--- src/rtl/commit_release_queue_pkg.sv ---
// Shared types and constants for the commit/release queue on the physical-tag free path.
package commit_release_queue_pkg;

  localparam int unsigned PHY_REG_SEL = 6;

  typedef enum logic {
    RQ_IDLE,
    RQ_RECOVER
  } rq_state_e;

endpackage

--- src/rtl/commit_release_queue_rel_compact.sv ---
// Packs two optional released tags so the first valid one always lands in slot 1.
module rel_compact
  import commit_release_queue_pkg::*;
#(
  parameter int unsigned PTAG_W = PHY_REG_SEL
) (
  input  logic              a_val,
  input  logic [PTAG_W-1:0] a_tag,
  input  logic              b_val,
  input  logic [PTAG_W-1:0] b_tag,
  output logic [PTAG_W-1:0] tag1,
  output logic [PTAG_W-1:0] tag2,
  output logic              val1,
  output logic              val2,
  output logic [1:0]        relnum
);

  always_comb begin
    tag1 = '0;
    tag2 = '0;
    val1 = 1'b0;
    val2 = 1'b0;
    if (a_val) begin
      tag1 = a_tag;
      val1 = 1'b1;
      if (b_val) begin
        tag2 = b_tag;
        val2 = 1'b1;
      end
    end else if (b_val) begin
      tag1 = b_tag;
      val1 = 1'b1;
    end
    relnum = {1'b0, val1} + {1'b0, val2};
  end

endmodule

--- src/rtl/commit_release_queue.sv ---
// Program-order log of {wr, old_tag, new_tag}: returns old tags at commit and,
// after a misprediction, walks squashed entries youngest-first returning new tags.
module commit_release_queue
  import commit_release_queue_pkg::*;
#(
  parameter int unsigned DEPTH  = 32,
  parameter int unsigned PTAG_W = PHY_REG_SEL
) (
  input  logic              clk,
  input  logic              reset_n,
  input  logic              disp_en1,
  input  logic              disp_en2,
  input  logic              disp_wr1,
  input  logic              disp_wr2,
  input  logic [PTAG_W-1:0] disp_old_tag1,
  input  logic [PTAG_W-1:0] disp_old_tag2,
  input  logic [PTAG_W-1:0] disp_new_tag1,
  input  logic [PTAG_W-1:0] disp_new_tag2,
  input  logic              stall_DP,
  input  logic [1:0]        comnum,
  input  logic              prmiss,
  output logic [PTAG_W-1:0] released_tag1,
  output logic [PTAG_W-1:0] released_tag2,
  output logic              released_tag1_val,
  output logic              released_tag2_val,
  output logic [1:0]        relnum,
  output logic              full,
  output logic              recovering
);

  localparam int unsigned AW = $clog2(DEPTH);
  localparam logic [AW:0] FULL_TH = (AW+1)'(DEPTH - 2);
  localparam logic [AW:0] TWO     = (AW+1)'(2);

  typedef struct packed {
    logic              wr;
    logic [PTAG_W-1:0] old_tag;
    logic [PTAG_W-1:0] new_tag;
  } entry_t;

  entry_t mem [DEPTH];

  rq_state_e   state_q, state_nxt;
  logic [AW-1:0] head_q, head_nxt, tail_q, tail_nxt, wi2;
  logic [AW:0]   count_q, count_nxt, after_cmt, walk;
  logic          we1, we2;
  logic          a_val, b_val;
  logic [PTAG_W-1:0] a_tag, b_tag;
  logic [PTAG_W-1:0] c_tag1, c_tag2;
  logic          c_val1, c_val2;
  logic [1:0]    c_relnum;

  always_comb begin
    state_nxt = state_q;
    head_nxt  = head_q;
    tail_nxt  = tail_q;
    count_nxt = count_q;
    we1       = 1'b0;
    we2       = 1'b0;
    wi2       = tail_q;
    a_val     = 1'b0;
    a_tag     = '0;
    b_val     = 1'b0;
    b_tag     = '0;
    walk      = '0;
    after_cmt = count_q - (AW+1)'(comnum);
    unique case (state_q)
      RQ_IDLE: begin
        a_val    = (comnum != 2'd0) && mem[head_q].wr;
        a_tag    = mem[head_q].old_tag;
        b_val    = comnum[1] && mem[head_q + AW'(1)].wr;
        b_tag    = mem[head_q + AW'(1)].old_tag;
        head_nxt = head_q + AW'(comnum);
        count_nxt = after_cmt;
        // Commit in the prmiss cycle is older than the squash, so it still retires.
        if (prmiss) begin
          if (after_cmt != '0) state_nxt = RQ_RECOVER;
        end else if (!stall_DP && !full) begin
          we1       = disp_en1;
          we2       = disp_en2;
          wi2       = disp_en1 ? tail_q + AW'(1) : tail_q;
          tail_nxt  = tail_q + AW'(disp_en1) + AW'(disp_en2);
          count_nxt = after_cmt + (AW+1)'(disp_en1) + (AW+1)'(disp_en2);
        end
      end
      RQ_RECOVER: begin
        a_val     = (count_q != '0) && mem[tail_q - AW'(1)].wr;
        a_tag     = mem[tail_q - AW'(1)].new_tag;
        b_val     = (count_q >= TWO) && mem[tail_q - AW'(2)].wr;
        b_tag     = mem[tail_q - AW'(2)].new_tag;
        walk      = (count_q >= TWO) ? TWO : count_q;
        tail_nxt  = tail_q - AW'(walk);
        count_nxt = count_q - walk;
        if (count_nxt == '0) state_nxt = RQ_IDLE;
      end
      default: state_nxt = RQ_IDLE;
    endcase
  end

  rel_compact #(.PTAG_W(PTAG_W)) u_rel_compact (
    .a_val  (a_val),
    .a_tag  (a_tag),
    .b_val  (b_val),
    .b_tag  (b_tag),
    .tag1   (c_tag1),
    .tag2   (c_tag2),
    .val1   (c_val1),
    .val2   (c_val2),
    .relnum (c_relnum)
  );

  always_ff @(posedge clk) begin
    if (!reset_n) begin
      state_q           <= RQ_IDLE;
      head_q            <= '0;
      tail_q            <= '0;
      count_q           <= '0;
      released_tag1     <= '0;
      released_tag2     <= '0;
      released_tag1_val <= 1'b0;
      released_tag2_val <= 1'b0;
      relnum            <= '0;
      full              <= 1'b0;
      recovering        <= 1'b0;
    end else begin
      state_q           <= state_nxt;
      head_q            <= head_nxt;
      tail_q            <= tail_nxt;
      count_q           <= count_nxt;
      released_tag1     <= c_tag1;
      released_tag2     <= c_tag2;
      released_tag1_val <= c_val1;
      released_tag2_val <= c_val2;
      relnum            <= c_relnum;
      full              <= count_nxt > FULL_TH;
      recovering        <= state_nxt == RQ_RECOVER;
    end
  end

  always_ff @(posedge clk) begin
    if (we1) mem[tail_q] <= '{wr: disp_wr1, old_tag: disp_old_tag1, new_tag: disp_new_tag1};
    if (we2) mem[wi2]    <= '{wr: disp_wr2, old_tag: disp_old_tag2, new_tag: disp_new_tag2};
  end

endmodule

--- config.mk ---
export PLATFORM = sky130hd
export DESIGN_NAME = commit_release_queue
export DESIGN_NICKNAME = d
export VERILOG_FILES = /design/src/rtl/commit_release_queue_pkg.sv /design/src/rtl/commit_release_queue_rel_compact.sv /design/src/rtl/commit_release_queue.sv
export SDC_FILE = /design/constraint.sdc
export NUM_CORES = 1
export LEC_CHECK = 0
export CORE_UTILIZATION = 42
export CTS_CLUSTER_DIAMETER = 120
export DETAILED_ROUTE_END_ITERATION = 8
export PLACE_DENSITY = 0.65
export SKIP_LAST_GASP = 1
export SYNTH_ARGS = -nofsm -noshare
export SYNTH_HDL_FRONTEND = slang
export SYNTH_SLANG_ARGS = --single-unit
--- constraint.sdc ---
create_clock -name clk -period 5.5 [get_ports clk]
set_clock_uncertainty 0.2 [all_clocks]
set_input_delay 1.1 -clock clk [delete_from_list [all_inputs] [get_ports clk]]
set_output_delay 1.1 -clock clk [all_outputs]
set_load 0.005 [all_outputs]
# --- Word level (Yosys, flattened, before mapping) ---
# Memories as Yosys holds them, arrays and structs flattened. A register that Yosys moved wholly into a read port is not among the register bits.
# Cells that the tools add are included.
classes:
  muxes: 36
  bitwise: 1
  add_sub_neg: 13
  reduce_logical: 13
  n_lt_le_gt_ge: 2
  n_eq_ne: 2
op_table:
  columns: ["operator", "count"]
  rows:
  - ["$mux W5", 8]
  - ["$pmux W6 S2", 3]
  - ["$mux W6", 5]
  - ["$mux W1", 16]
  - ["$add A6 B1 Y6", 2]
  - ["$reduce_bool A6 Y1", 2]
  - ["$add A5 B1 Y5", 2]
  - ["$add A5 B1 Y5 const B", 2]
  - ["$pmux W5 S2", 1]
  - ["$ge A6 B2 Y1 const B", 1]
  - ["$gt A6 B5 Y1 const B", 1]
  - ["$logic_not A6 Y1", 1]
  - ["$pmux W1 S2", 3]
  - ["$sub A6 B2 Y6", 1]
  - ["$sub A6 B6 Y6", 1]
  - ["$add A5 B2 Y5", 1]
  - ["$logic_and A1 B1 Y1", 5]
  - ["$sub A5 B1 Y5 const B", 1]
  - ["$sub A5 B2 Y5 const B", 1]
  - ["$sub A5 B5 Y5", 1]
  - ["$ne A2 B2 Y1 const B", 2]
  - ["$reduce_and A2 Y1", 2]
  - ["$add A1 B1 Y2", 1]
  - ["$logic_not A1 Y1", 2]
  - ["2 further kinds", 2]
totals:
  output_inout_bits: 18
  mem_count: 1
  reg_bits: 34
  in_bits: 34
  ram_bits: 416
memory_table:
  columns: ["name", "words", "width", "read_ports", "rd_ports_with_merged_regs", "write_ports", "line_no", "text"]
  rows:
  - ["mem", 32, 13, 4, 1, 2, "commit_release_queue.sv:41", "entry_t mem [DEPTH];"]

# --- Logic depth before layout (Yosys ltp) ---
# Gate-level depths: netlist of run 1.
logic_depth:
  depth_word: 7
  ltp_mapped: 14
  depth_no_buf: 12

# --- Cells and area by module ---
# From an unflattened synthesis of run 1, not the netlist that was laid out.
hier_totals:
  cells_unflattened: 1967
  area_unflattened_um2: 28158.3
modules_own_cells:
  columns: ["mod", "cells_each", "n_inst", "area_per_inst_um2"]
  rows:
  - ["commit_release_queue", 1945, 1, 27989.3]
  - ["rel_compact", 22, 1, 168.9]

# --- Least setup slack after synthesis of run 1 ---
# No wires, ideal clock.
synth_path:
  path_type: "register to register"
  start: "reg tail_q[1]"
  end: "reg released_tag1[1]"
  slack_ns: 1.123
  t_required_ns: 5.164
  path_stages_with_launch: 14
  path_buffers: 6
  arrival_time_ns: 4.041
  setup_ns: 0.136
  cell_sequence: "dfxtp_1 buf_2 buf_1 buf_2 inv_1 ha_1 buf_2 buf_2 clkbuf_1 mux4_2 mux4_2 mux2_2 o21ai_0 o32ai_1"
synth_via:
  elab_chain_len: 6
  elab_cells_between_ends: 11
synth_rtl:
  columns: ["element", "line_no", "text"]
  rows:
  - ["from (decl)", "commit_release_queue.sv:44", "logic [AW-1:0] head_q, head_nxt, tail_q, tail_nxt, wi2;"]
  - ["from (signal assigned)", "commit_release_queue.sv:128", "tail_q <= tail_nxt;"]
  - ["$sub A5 B2 Y5", "commit_release_queue.sv:89, commit_release_queue.sv:90", null]
  - ["$mem_v2 Z32 W13 *", null, null]
  - ["$logic_and A1 B1 Y1", "commit_release_queue.sv:89", "b_val = (count_q >= TWO) && mem[tail_q - AW'(2)].wr;"]
  - ["$pmux W1 S2", "commit_release_queue.sv:67", "unique case (state_q)"]
  - ["$mux W6", null, null]
  - ["$mux W6 *", "commit_release_queue_rel_compact.sv:23", "if (a_val) begin"]
  - ["to (signal assigned)", "commit_release_queue.sv:130", "released_tag1 <= c_tag1;"]
  - ["to (decl)", "commit_release_queue.sv:22", "output logic [PTAG_W-1:0] released_tag1,"]
# Every way passes the cells marked *; elsewhere a longest branch is shown, timed or not.
# A chain may end at the register's enable or synchronous reset.

==> summary.md, run 1 <==
| Metric | Value |
|---|---|
| PortBufs | `51` |
| Cts hold-fix bufs | `0` |
| Slew Viols, Final | `0` |
| First-pass GRT wire length | `~130000 um` |
| Tot GR Track Use | `0.266` |
| H-tree depth | `2` |
| R2r startpoint | `tail_q[1]` |
| WL/cell | `about 33 um` |
| Post-route ant nets | `0` |
| Chip height | `roughly 260 um` |
| Clock-pin slew on the worst setup and hold paths | `roughly 0.050 ns` |
| Worst slew margin | `0.119` |
| Mapped Cells | `between 1500 and 2000` |
| Net count, final | `about 1900` |
| Slowest-stage cell, CP | `nor4_4` |
| Period Utilization, post-route | `0.823` |
| Worst-path cell chain | `clkdlybuf4s50_1 > nor4_4 > and2_0 > o21ai_1 > or4_1 > buf_4 > nand2_1` |
| P_leak | `just over 10 nW` |
| Final hold viol count | `0` |
| Timing startpoint of the critical path | `prmiss` |
| Yosys reg bits | `between 400 and 500` |
| Critical path endpoint category | `register` |
| Synth async-reset ratio | `0` |
| Worst Path Required | `roughly 5.5 ns` |
| Max Cap Violations | `0` |
| Setup bufs post-CTS | `0` |
| Initial Util | `0.424` |
| Hold WS | `about 0.32 ns` |
| Initial antenna violation count | `2` |
| Die area | `slightly below 70000 sq um` |
| Critical path class | `in -> reg` |
| Critical path data arrival time | `between 4 and 5 ns` |
| Post-synthesis area per instance | `~16 sq um` |
| Core ar. | `roughly 66000 sq um` |
| Setup crit end | `mem[13][11]` |
| Post-synth top area share | `0.449` |
| Crit path largest cell delay | `roughly 0.67 ns` |
| Synth Warn # | `0` |
| Clk Latency, worst-skew pair | `0.62 ns` |
| RSZ-0062 raised after global routing | `no` |
| Filler cell count in the final layout | `roughly 5600` |
| Mapped cell area | `27800 sq um` |
| Vias/cell | `about 6.7` |
| Final setup vio count | `0` |
| Clk sinks | `approximately 450` |
| Row cnt | `94` |
| Post-synth EDFFs | `about 420` |
| FF-to-FF path depth | `8` |
| Library cells used by synthesis | `between 60 and 70` |
| Final Power | `~12 mW` |
| Leading post-synthesis cells by cell area | `edfxtp_1 45%, mux4_2 20%, mux2_2 17%, dfxtp_1 2.7%, mux2i_1 1.8%` |
| Vias post-DR | `18100` |
| Crit Reg-Reg Endpoint | `released_tag1[3]` |
| Multi-input gate area | `13600 sq um` |
| Synth-to-Final Area Change | `12.2%` |
| Final wirelength | `about 89000 um` |
| Final instance area | `approximately 31000 sq um` |
| Clock buffer depth | `3` |
| Max Clk Rate | `221 MHz` |
| Setup TNS | `0 ns` |
| CTS tree | `done` |
| Cell Pwr Density | `approximately 390 nW/um^2` |
| # resized after CTS | `0` |
| Layout cells sized above 1 | `0.486` |
| Die Span X | `~260 um` |
| Most common flop cell mapped by yosys | `edfxtp_1` |
| Iter 0 DRT Violations | `2499` |
| Tightest Pin Transition | `around 1.3 ns` |
| Pin count of the biggest net entering global routing | `between 100 and 150` |
| Boundary Pins | `52` |
| GRT Residual Overflow | `0` |
| Final Critical Period | `around 4.5 ns` |
| Critical path fanouts, max | `14` |
| Vias in the first global route | `approximately 18000` |
| R2R Setup Slk | `between 1 and 1.5 ns` |
| Clk root buf | `clkbuf_16` |
| Pre-antenna DRT Iters | `5` |
| Seq/Total Area, Yosys | `0.476` |
| Register area | `approximately 13000 sq um` |
| Max VDD drop | `approximately 240 uV` |
| Status | `complete, no violations` |
| DRC violations left | `0` |
| Startpoint Class | `input port` |
| Cell type with the largest total area after synthesis | `edfxtp_1` |
| HPWL after detailed placement | `59100 um` |
| Worst Hold Class | `reg -> reg` |
| Post-layout util | `0.476` |
| Gpl congestion | `~0.95` |
| Placed inst area | `between 20000 and 30000 sq um` |
| Total CTS buffers | `52` |
synthesized netlist by cell type, types with 6 or more instances:
| library cell | n |
|---|---|
| o22ai_1 | 9 |
| nand3_1 | 17 |
| o21ai_0 | 20 |
| buf_1 | 13 |
| buf_6 | 6 |
| nand2_1 | 35 |
| a211oi_1 | 8 |
| nand3b_1 | 6 |
| mux4_2 | 251 |
| o32ai_1 | 8 |
| buf_4 | 17 |
| dfxtp_1 | 38 |
| o221ai_1 | 12 |
| nor2b_1 | 6 |
| edfxtp_1 | 416 |
| mux2i_1 | 49 |
| xor2_1 | 11 |
| a21o_1 | 11 |
| and2_1 | 7 |
| xnor2_1 | 15 |
| clkbuf_1 | 127 |
| a21oi_1 | 20 |
| and3_1 | 11 |
| buf_2 | 51 |
| ha_1 | 22 |
| nor3_1 | 19 |
| mux2_2 | 427 |
| nor2_1 | 53 |
| inv_1 | 19 |
report_power, final:
part / total [mW] / leakage, nW / internal [mW] / switching [mW]
Sequential: 4.09 / 4.06 / 3.89 / 0.203
Clock: 3.49 / 0.821 / 2.02 / 1.48
Combinational: 4.46 / 5.18 / 2.01 / 2.46
cells by family after synthesis:
group	share of synthesized area
AND/OR/NAND/NOR	0.0338
XOR/XNOR	0.00957
adder cells (fa/ha/maj)	0.0135
multiplexers	0.395
buffers and inverters	0.0378
other	0.000135
AO/OA/AOI/OAI	0.0337
flip-flops	0.476
critical path, delay by kind of cell:
family                 cells  cell delay (ns)
AOI/OAI and AO/OA          1             0.33
buffers and inverters      2             0.75
and+or+nand+nor            4             2.37
cell type report:
class	instances	share of cell area
Tap cell	864	0.0346
Sequential cell	454	0.425
Multi-Input combinational cell	1108	0.435
Antenna cell	1	0.0000801
Inverter	20	0.00240
Clock buffer	71	0.0473
Timing Repair Buffer	170	0.0486
Clock inverter	26	0.00669
layer usage:
metal,track usage,vias to the layer above,wire length [um]
met5,0,-,0
met4,0.0913,0,2910
met3,0.0452,156,8450
met2,0.416,1126,41600
met1,0.374,9528,36200
li1,-,7270,-
placed cells by master, fill, tap and decap left out, types with 11 or more instances in the layout:
cell             instances
mux2_2                 427
a21oi_1                 20
o21ai_0                 18
clkbuf_1                13
mux4_2                 251
nor2_1                  53
a21o_1                  11
mux2i_1                 49
ha_1                    20
xnor2_1                 13
clkdlybuf4s50_1         51
clkbuf_16               56
edfxtp_1               416
dfxtp_1                 32
o221ai_1                12
buf_4                  110
inv_1                   19
nor3_1                  19
nand3_1                 17
and3_1                  11
nand2_1                 35
flip-flops by register name, summed over array words and instances (netlist names), named ones only:
name / count
relnum: 1
state_q: 1
released_tag2_val: 1
full: 1
count_q: 6
released_tag1_val: 1
head_q: 5
released_tag2: 6
tail_q: 5
released_tag1: 6
mem: 416
worst min-delay path by stage:
| stage | from | to | slack, ns | cells past startpoint |
|---|---|---|---|---|
| 3_5_place_dp | count_q[0] | count_q[0] | 0.31 | 2 |
| 2_1_floorplan | count_q[0] | count_q[0] | 0.28 | 2 |
| 3_3_place_gp | count_q[0] | count_q[0] | 0.31 | 2 |
| 4_1_cts | count_q[0] | count_q[0] | 0.32 | 2 |
| 5_1_grt | count_q[0] | count_q[0] | 0.36 | 2 |
| 6_report | count_q[0] | count_q[0] | 0.32 | 2 |
per-stage QoR:
step,cells,setup WS [ns]
2_1_floorplan,1796,1.12
3_3_place_gp,2616,0.454
3_5_place_dp,2616,0.486
4_1_cts,2713,1.11
5_1_grt,2713,0.906
6_report,2714,0.973
(Power assumes the default switching activity.)
==> run 2: changes to the inputs <==
--- a/config.mk
+++ b/config.mk
@@ -8,7 +8,7 @@
 export CORE_UTILIZATION = 42
 export CTS_CLUSTER_DIAMETER = 120
 export DETAILED_ROUTE_END_ITERATION = 8
-export PLACE_DENSITY = 0.65
+export PLACE_DENSITY = 0.68
 export SKIP_LAST_GASP = 1
 export SYNTH_ARGS = -nofsm -noshare
 export SYNTH_HDL_FRONTEND = slang
==> constraint.sdc (replaced) <==
create_clock -name clk -period 3.6 [get_ports clk]
set_clock_uncertainty 0.2 [all_clocks]
set_input_delay 0.72 -clock clk [delete_from_list [all_inputs] [get_ports clk]]
set_output_delay 0.72 -clock clk [all_outputs]
set_load 0.005 [all_outputs]
==> summary.md, run 2 (synthesized netlist as in run 1, its figures left out) <==
| Metric | Value |
|---|---|
| Status | `complete, no violations` |
| Hold path endpoint | `count_q[0]` |
| Critical path data arrival time | `approximately 3.8 ns` |
| Pre-antenna DRT Iters | `7` |
| Total CTS buffers | `50` |
| # diodes | `0` |
| Clk root buf | `clkbuf_16` |
| Initial antenna violation count | `1` |
| GRT Residual Overflow | `0` |
| Final wirelength | `~87000 um` |
| Final Power | `around 19 mW` |
| Synth-to-Final Area Change | `17.0%` |
| Net Switching | `about 6.4 mW` |
| Crit Reg-Reg Endpoint | `released_tag1[1]` |
| Pin count of the biggest net entering global routing | `63` |
| Final cell count without fillers | `2821` |
| GR met3 Demand/Resource | `0.0443` |
| Grt peak-use layer | `met2` |
| Multi-input gate area | `roughly 14000 sq um` |
| Max reg flops | `about 420` |
| HPWL after detailed placement | `roughly 60000 um` |
| Iter 0 DRT Violations | `~2400` |
| Slew Viols, Final | `0` |
| PortBufs | `51` |
| Post-Place Cells | `~2700` |
| Most common cell after layout, fill and taps aside | `mux2_2` |
| RSZ-0062 raised after global routing | `no` |
| Critical path class | `reg -> reg` |
| Post-route ant nets | `0` |
| DRC violations left | `0` |
| Register area | `~13000 sq um` |
| Worst Hold Class | `reg -> reg` |
| Final Critical Period | `around 3.5 ns` |
| Worst slew margin | `0.455` |
| Most flops, register | `mem` |
| Max Clk Rate | `around 290 MHz` |
| Chip height | `around 260 um` |
| H-tree depth | `2` |
| Clk sinks | `around 450` |
| Most frequent cells in the layout | `427 x mux2_2, 416 x edfxtp_1, 251 x mux4_2` |
| Clock-pin slew on the worst setup and hold paths | `0.06 ns` |
| Setup TNS | `0 ns` |
| Filler cell count in the final layout | `between 5000 and 6000` |
| Clock buffer depth | `3` |
| CTS tree | `done` |
| Hold_sp | `count_q[0]` |
| Row cnt | `94` |
| WL/cell | `roughly 31 um` |
| FF-to-FF path depth | `10` |
| Gpl congestion | `roughly 1` |
| Sw Ratio | `0.346` |
| Hold WS | `approximately 0.34 ns` |
| Cell Pwr Density | `573 nW/um^2` |
| Tot GR Track Use | `0.262` |
| R2r startpoint | `tail_q[1]` |
| Clock share of power | `0.267` |
| Critical path endpoint category | `register` |
| Max Cap Violations | `0` |
| Worst Path Required | `3.90 ns` |
| Vias post-DR | `approximately 18000` |
| Met1 Use GR | `0.357` |
| Startpoint Class | `register` |
| Core ar. | `~66000 sq um` |
| Boundary Pins | `52` |
| Global Route met2 Usage | `0.423` |
| Final hold viol count | `0` |
| First-pass GRT wire length | `roughly 130000 um` |
| Vias in the first global route | `18300` |
| Net count, final | `around 2000` |
| Critical path fanouts, max | `18` |
| R2R Setup Slk | `0.09 ns` |
| Clk Latency, worst-skew pair | `between 0.6 and 0.7 ns` |
| Tightest Pin Transition | `between 0.8 and 0.9 ns` |
| Internal power | `~12 mW` |
| Seq pwr share | `0.329` |
| Combinational share of power | `0.403` |
| Die area | `between 60000 and 70000 sq um` |
| Vias/cell | `~6.5` |
| Worst Hold Depth | `2` |
| Die Span X | `~260 um` |
| P_leak | `between 10 and 15 nW` |
| Period Utilization, post-route | `0.975` |
| Layout cells sized above 1 | `0.518` |
| Max VDD drop | `377 uV` |
| Initial Util | `0.424` |
| Final setup vio count | `0` |
==> run 2: through the flow <==
step                cell area (sq um)  setup slack (ns)   util
detailed placement              31000            -0.437  0.472
floorplan                       27900            0.0133      -
global placement                31000            -0.463  0.472
CTS                             32500            0.0509  0.496
global route                    32600            0.0346  0.496
finish                          32600            0.0916  0.496
==> run 2: metal layers <==
layer	vias to the layer above	wire length, um
met2	915	42000
li1	7524	-
met5	-	13
met1	9680	35300
met3	190	6690
met4	2	3320
==> run 2: critical path, stage by stage, from the launching register on <==
cell and delay, ns:
dfxtp_2 0.38, clkinvlp_4 0.20, ha_4 0.41, buf_12 0.21, buf_4 0.21, mux4_2 0.32
mux4_2 0.46, mux2_2 0.32, o21ai_0 0.37, buf_4 0.20, o32ai_1 0.08
==> run 2: final cells by class <==
class                      instances  area share
clock inverter                    33     0.00741
sequential                       454       0.407
clock buffer                      60      0.0402
timing repair buffer             282      0.0908
tap                              864      0.0332
multi-input combinational       1108       0.419
inverter                          20     0.00242
==> run 2: power groups by stage <==
stage	logic, mW	registers [mW]	clock network (mW)
4_1_cts	7.35	6.14	5.05
2_1_floorplan	4.63	6.13	0
3_5_place_dp	7.31	6.26	0
6_report	7.52	6.15	4.99
5_1_grt	7.83	6.17	5.23
3_3_place_gp	7.27	6.25	0
==> run 2: repair_timing <==
item                       4_1_cts  5_1_grt
pin swaps                        0        1
gates resized for setup          1        1
hold buffers                     0        0
setup buffers                    0        4
setup endpoints to repair        1        2
==> run 2: how the worst max path moves through the flow <==
stage,cells after the start,start,slack [ns],end
floorplan,12,tail_q[1],0.01,relnum[0]
global placement,12,disp_en1,-0.46,full
detailed placement,12,comnum[0],-0.44,full
CTS,10,tail_q[1],0.05,released_tag1[1]
global route,12,comnum[0],0.03,full
finish,10,tail_q[1],0.09,released_tag1[1]
==> run 3: changes to the inputs <==
--- a/config.mk
+++ b/config.mk
@@ -5,6 +5,7 @@
 export SDC_FILE = /design/constraint.sdc
 export NUM_CORES = 1
 export LEC_CHECK = 0
+export CORE_ASPECT_RATIO = 1.25
 export CORE_UTILIZATION = 42
 export CTS_CLUSTER_DIAMETER = 120
 export DETAILED_ROUTE_END_ITERATION = 8
==> summary.md, run 3 (synthesized netlist as in run 1, its figures left out) <==
| Metric | Value |
|---|---|
| Status | `complete, no violations` |
| Worst slew margin | `0.425` |
| H-tree depth | `2` |
| Clock-pin slew on the worst setup and hold paths | `around 0.06 ns` |
| Synth-to-Final Area Change | `16.4%` |
| Crit path largest cell delay | `about 0.62 ns` |
| Most frequent cells in the layout | `427 x mux2_2, 416 x edfxtp_1, 251 x mux4_2` |
| Tightest Pin Transition | `between 0.8 and 0.9 ns` |
| Combinational share of power | `0.405` |
| Slowest-stage cell, CP | `ha_2` |
| Slew Viols, Final | `0` |
| Worst Path Required | `around 3.9 ns` |
| HPWL after detailed placement | `~60000 um` |
| Most common cell after layout, fill and taps aside | `mux2_2` |
| Critical path class | `reg -> reg` |
| Total CTS buffers | `49` |
| Post-route ant nets | `0` |
| Period Utilization, post-route | `0.983` |
| Final Critical Period | `about 3.5 ns` |
| Iter 0 DRT Violations | `1944` |
| Vias post-DR | `between 15000 and 20000` |
| Clk Latency, worst-skew pair | `0.60 ns` |
| Critical path fanouts, max | `20` |
| Most flops, register | `mem` |
| Setup TNS | `0 ns` |
| R2R Setup Slk | `0.06 ns` |
| Sw Ratio | `0.337` |
| Startpoint Class | `register` |
| Row cnt | `105` |
| First-pass GRT wire length | `between 100000 and 150000 um` |
| P_leak | `around 11 nW` |
| Filler cell count in the final layout | `5368` |
| Chip height | `between 200 and 300 um` |
| Final wirelength | `a little under 90000 um` |
| Cell Pwr Density | `576 nW/um^2` |
| CTS tree | `done` |
| Net count, final | `1973` |
| Layout cells sized above 1 | `0.519` |
| Core ar. | `between 60000 and 70000 sq um` |
| Worst Hold Class | `reg -> reg` |
| Clk sinks | `roughly 450` |
| Vias in the first global route | `~19000` |
| GRT Residual Overflow | `0` |
| Net Switching | `between 6 and 7 mW` |
| Vias/cell | `6.50` |
| Final instance area | `32400 sq um` |
| Clk root buf | `clkbuf_16` |
| WL/cell | `between 30 and 40 um` |
| RSZ-0062 raised after global routing | `no` |
| Critical path endpoint category | `register` |
| Max VDD drop | `approximately 360 uV` |
| Max Clk Rate | `283 MHz` |
| Pre-antenna DRT Iters | `5` |
| Max Cap Violations | `0` |
| Most frequent CP cell | `mux4_2` |
| # diodes | `0` |
| Critical path data arrival time | `3.82 ns` |
| Cts hold-fix bufs | `0` |
| Clock buffer depth | `3` |
| Initial antenna violation count | `2` |
| Seq pwr share | `0.330` |
| Placed inst area | `30700 sq um` |
| Final setup vio count | `0` |
| Internal power | `12.4 mW` |
| Clock share of power | `0.265` |
| Gpl congestion | `0.946` |
| Tot GR Track Use | `0.265` |
| Boundary Pins | `52` |
| Pin count of the biggest net entering global routing | `57` |
| Die area | `67300 sq um` |
| DRC violations left | `0` |
| Die Span X | `approximately 230 um` |
| Worst-path cell chain | `ha_2 > buf_12 > mux4_2 > mux4_2 > mux2_2 > a211oi_1 > o32ai_1 > buf_4` |
| Initial Util | `0.425` |
| Max reg flops | `416` |
| Final hold viol count | `0` |
| PortBufs | `51` |
| Final Power | `about 19 mW` |
==> run 3: changes by cell type in the layout (fill, tap and decap cells not counted), moves of 4 or more <==
| cell | change |
|---|---|
| buf_12 | -11 |
| buf_4 | +7 |
| clkinv_1 | -6 |
| clkinv_2 | +6 |
| bufinv_16 | +4 |
==> run 3: worst paths after layout <==
check | start | to | cells after the start
worst max-delay path | head_q[1] | released_tag1[4] | 8
worst min-delay path | count_q[0] | count_q[0] | 2
worst max register to register | head_q[1] | released_tag1[4] | 8
worst min register to register | count_q[0] | count_q[0] | 2
==> run 3: per-stage QoR <==
step | hold slack (ns) | utilization | instances | setup WS (ns)
finish | 0.355 | 0.494 | 2801 | 0.0620
global route | 0.400 | 0.494 | 2801 | 0.0223
CTS | 0.352 | 0.492 | 2789 | 0.0532
detailed placement | 0.335 | 0.469 | 2705 | -0.428
global placement | 0.328 | 0.469 | 2705 | -0.398
floorplan | 0.283 | - | 1796 | 0.0133
==> run 3: per-layer routing <==
metal  part of all wire  GRT usage  vias up
met5            0.00026          0        -
met4              0.057      0.133        4
met3              0.091     0.0620      234
met2               0.49      0.432     1033
met1               0.37      0.327     9445
li1                   -          -     7496
==> run 3: final cells by class <==
type,count,area [sq um],share of cell area
multi-input cells,1108,13700,0.422
clock buffers,56,1250,0.0387
flip-flops and latches,454,13300,0.410
inverters,20,78.8,0.00243
repair buffers,279,2800,0.0865
clock inverters,28,264,0.00815
well taps,856,1070,0.0331
==> run 3: repair_timing <==
item	4_1_cts	5_1_grt
gates resized for setup	0	5
buffers inserted	0	12
endpoints found under the setup margin	0	60
==> run 3: critical path, delay by kind of cell (launching register included) <==
kind,cells,cell delay (ns)
muxes,3,1.17
DFF,1,0.36
AOI/OAI and AO/OA,2,0.62
buffers and inverters,2,0.42
adders and majority gates,1,0.62
==> run 3: power groups by stage <==
stage / Combinational (mW) / Clock (mW) / Sequential, mW
global placement: 7.14 / 0 / 6.25
global route: 7.86 / 5.16 / 6.18
floorplan: 4.63 / 0 / 6.13
CTS: 7.23 / 5.00 / 6.15
detailed placement: 7.19 / 0 / 6.26
finish: 7.56 / 4.94 / 6.16
==> variant, RTL diff (config.mk and constraints of run 1) <==
Set the parameter `DEPTH` to 64 (it was 32).
--- a/src/rtl/commit_release_queue.sv
+++ b/src/rtl/commit_release_queue.sv
@@ -4,5 +4,5 @@
   import commit_release_queue_pkg::*;
 #(
-  parameter int unsigned DEPTH  = 32,
+  parameter int unsigned DEPTH  = 64,
   parameter int unsigned PTAG_W = PHY_REG_SEL
 ) (
Function: not settled (the Yosys comparison gave no result); the edit may change what the design does.
==> variant against run 1 <==
Total power increased by 90%; register-to-register slack worse by 0.41 ns; cell area rose by 91%; wire length rose by 120%; hold slack gained 0.13 ns; maximum frequency shrank 6.9%; sequential cell count increased by 420; synthesized area grew 94%; worst setup slack got worse by 0.34 ns; critical endpoint is now released_tag1[5]$_SDFF_PN0_; largest cell class unchanged.
==> variant: results (changes against run 1) <==
post-synthesis sequential area ratio: 47.8% (+0.22 points)
post-DP HPWL: 134,000 um (+130%)
antenna violations before repair: 5 (+3)
Synth Area in XOR/XNOR: 0.844% (-0.11 points)
final std cells w/o fill: 5,382 (+98%)
Filler cells: 11,179 (+100%)
cell count after placement: 5,198 (+99%)
GRT Util Overall: 30.1% (+3.6 points)
worst stage delay on the critical path: 0.97 ns (+0.30 ns)
Skew-Pair Late Insertion Delay: 0.70 ns (+0.08 ns)
layout net count: 3,696 (+98%)
status: complete, no violations
first-pass GRT wire length: 279,000 um (+120%)
post-synthesis mux area share: 36.3% (-3.2 points)
worst-margin pin slew: 1.39 ns (+0.0698 ns)
Unique masters post-synth: 90 (+32%)
Post-Syn Area per Cell: 14.6 sq um (-5.6%)
Post-synth EDFFs: 832 (+100%)
CP max-delay cell: nor2_1
synth cell count leaders: 836 x mux2_2, 832 x edfxtp_1, 423 x mux4_2, 283 x nand2_1, 228 x clkbuf_1
Sw Pwr: 8530 uW (+110%)
H-tree levels: 3 (+1)
CTS Buf Count: 97 (+87%)
leakage power: 0.0194 uW (+93%)
Adder-Cell Fraction of Synth Area: 0.695% (-0.65 points)
initial drt markers: 6,002 (+140%)
routability cong.: 1.08 (+14%)
Via density: 6.97 (+4.6%)
Area contributors post-synth: edfxtp_1 46%, mux4_2 18%, mux2_2 17%, nand2_1 2.0%, clkbuf_1 1.6%
Worst Reg-to-Reg Cells: 10 (+2)
Max Fanout on Critical Path: 11 (-3)
largest net degree at the start of global routing: 124 (+13%)
WHS Path Cells: 2 (unchanged)
DR pass1 iterations: 7 (+2)
Peak VDD IR: 364 uV (+50%)
vias in the first global route: 35,756 (+100%)
layout cells sized above 1: 47.5% (-1.1 points)
Compound-Gate Fraction of Synth Area: 4.56% (+1.2 points)
warnings from Yosys: 0 (unchanged)
## variant: changes by cell type in the layout (fill, tap and decap cells not counted), moves of 26 or more
| cell | run 1 | this run |
|---|---|---|
| a22oi_1 | 1 | 62 |
| o22ai_1 | 8 | 36 |
| mux2_2 | 427 | 836 |
| a32oi_1 | 0 | 31 |
| buf_4 | 110 | 224 |
| clkbuf_16 | 56 | 98 |
| nand2_1 | 35 | 283 |
| nand4_1 | 5 | 32 |
| mux4_2 | 251 | 423 |
| nand3_1 | 17 | 74 |
| clkdlybuf4s50_1 | 51 | 25 |
| edfxtp_1 | 416 | 832 |
## variant: final timing paths
kind | slack, ns | to | start
worst max-delay path | 0.64 | released_tag1[5]$_SDFF_PN0_ | tail_q[2]$_SDFFE_PN0P_
worst min register to register | 0.45 | head_q[5]$_SDFFE_PN0N_ | head_q[5]$_SDFFE_PN0N_
worst max register to register | 0.64 | released_tag1[5]$_SDFF_PN0_ | tail_q[2]$_SDFFE_PN0P_
worst min-delay path | 0.45 | head_q[5]$_SDFFE_PN0N_ | head_q[5]$_SDFFE_PN0N_
## variant: layout make-up
| cell class | count | share of cell area [%] |
|---|---|---|
| Clock buffer | 132 | 4.45 |
| Timing Repair Buffer | 282 | 3.82 |
| Clock inverter | 50 | 0.773 |
| Multi-Input combinational cell | 2357 | 43.9 |
| Sequential cell | 874 | 43.4 |
| Inverter | 23 | 0.145 |
| Antenna cell | 2 | 0.00841 |
| Tap cell | 1662 | 3.49 |
## variant: critical path, delay by kind of cell, from the launching register on
family                   cells  cell delay, ns
adder cells (fa/ha/maj)      1            0.50
buffers and inverters        2            0.59
AO/OA/AOI/OAI                5            1.83
XOR/XNOR                     1            0.28
AND/OR/NAND/NOR              1            0.97
flip-flops                   1            0.31
## variant: cell families after synthesis
kind of cell / after synthesis
simple gates: 619
fa+ha+maj: 27
other cells: 1
mux: 1318
compound gates: 343
flops: 874
buf+inv: 459
xor+xnor: 46
## variant: power by group through the flow
stage          sequential (uW)  combinational, uW  clock, uW
2_1_floorplan             7590               5280          0
3_3_place_gp              7710               8270          0
3_5_place_dp              7710               8300          0
4_1_cts                   7570               8340       6610
5_1_grt                   7590               8830       6840
6_report                  7580               8690       6580
## variant: metal layers
metal  part of all wire (%)  global-route usage (%)
met5                 0.0050                       0
met4                    4.8                    12.4
met3                     13                    7.65
met2                     44                    44.7
met1                     38                    42.0
## variant: through the flow
stage | hold WS [ns] | worst slack (ns) | cell area, sq um
finish | 0.446 | 0.636 | 59500
floorplan | 0.384 | 1.52 | 54000
global route | 0.457 | 0.834 | 59500
CTS | 0.443 | 1.05 | 59500
global placement | 0.423 | 0.454 | 56400
detailed placement | 0.424 | 0.413 | 56400
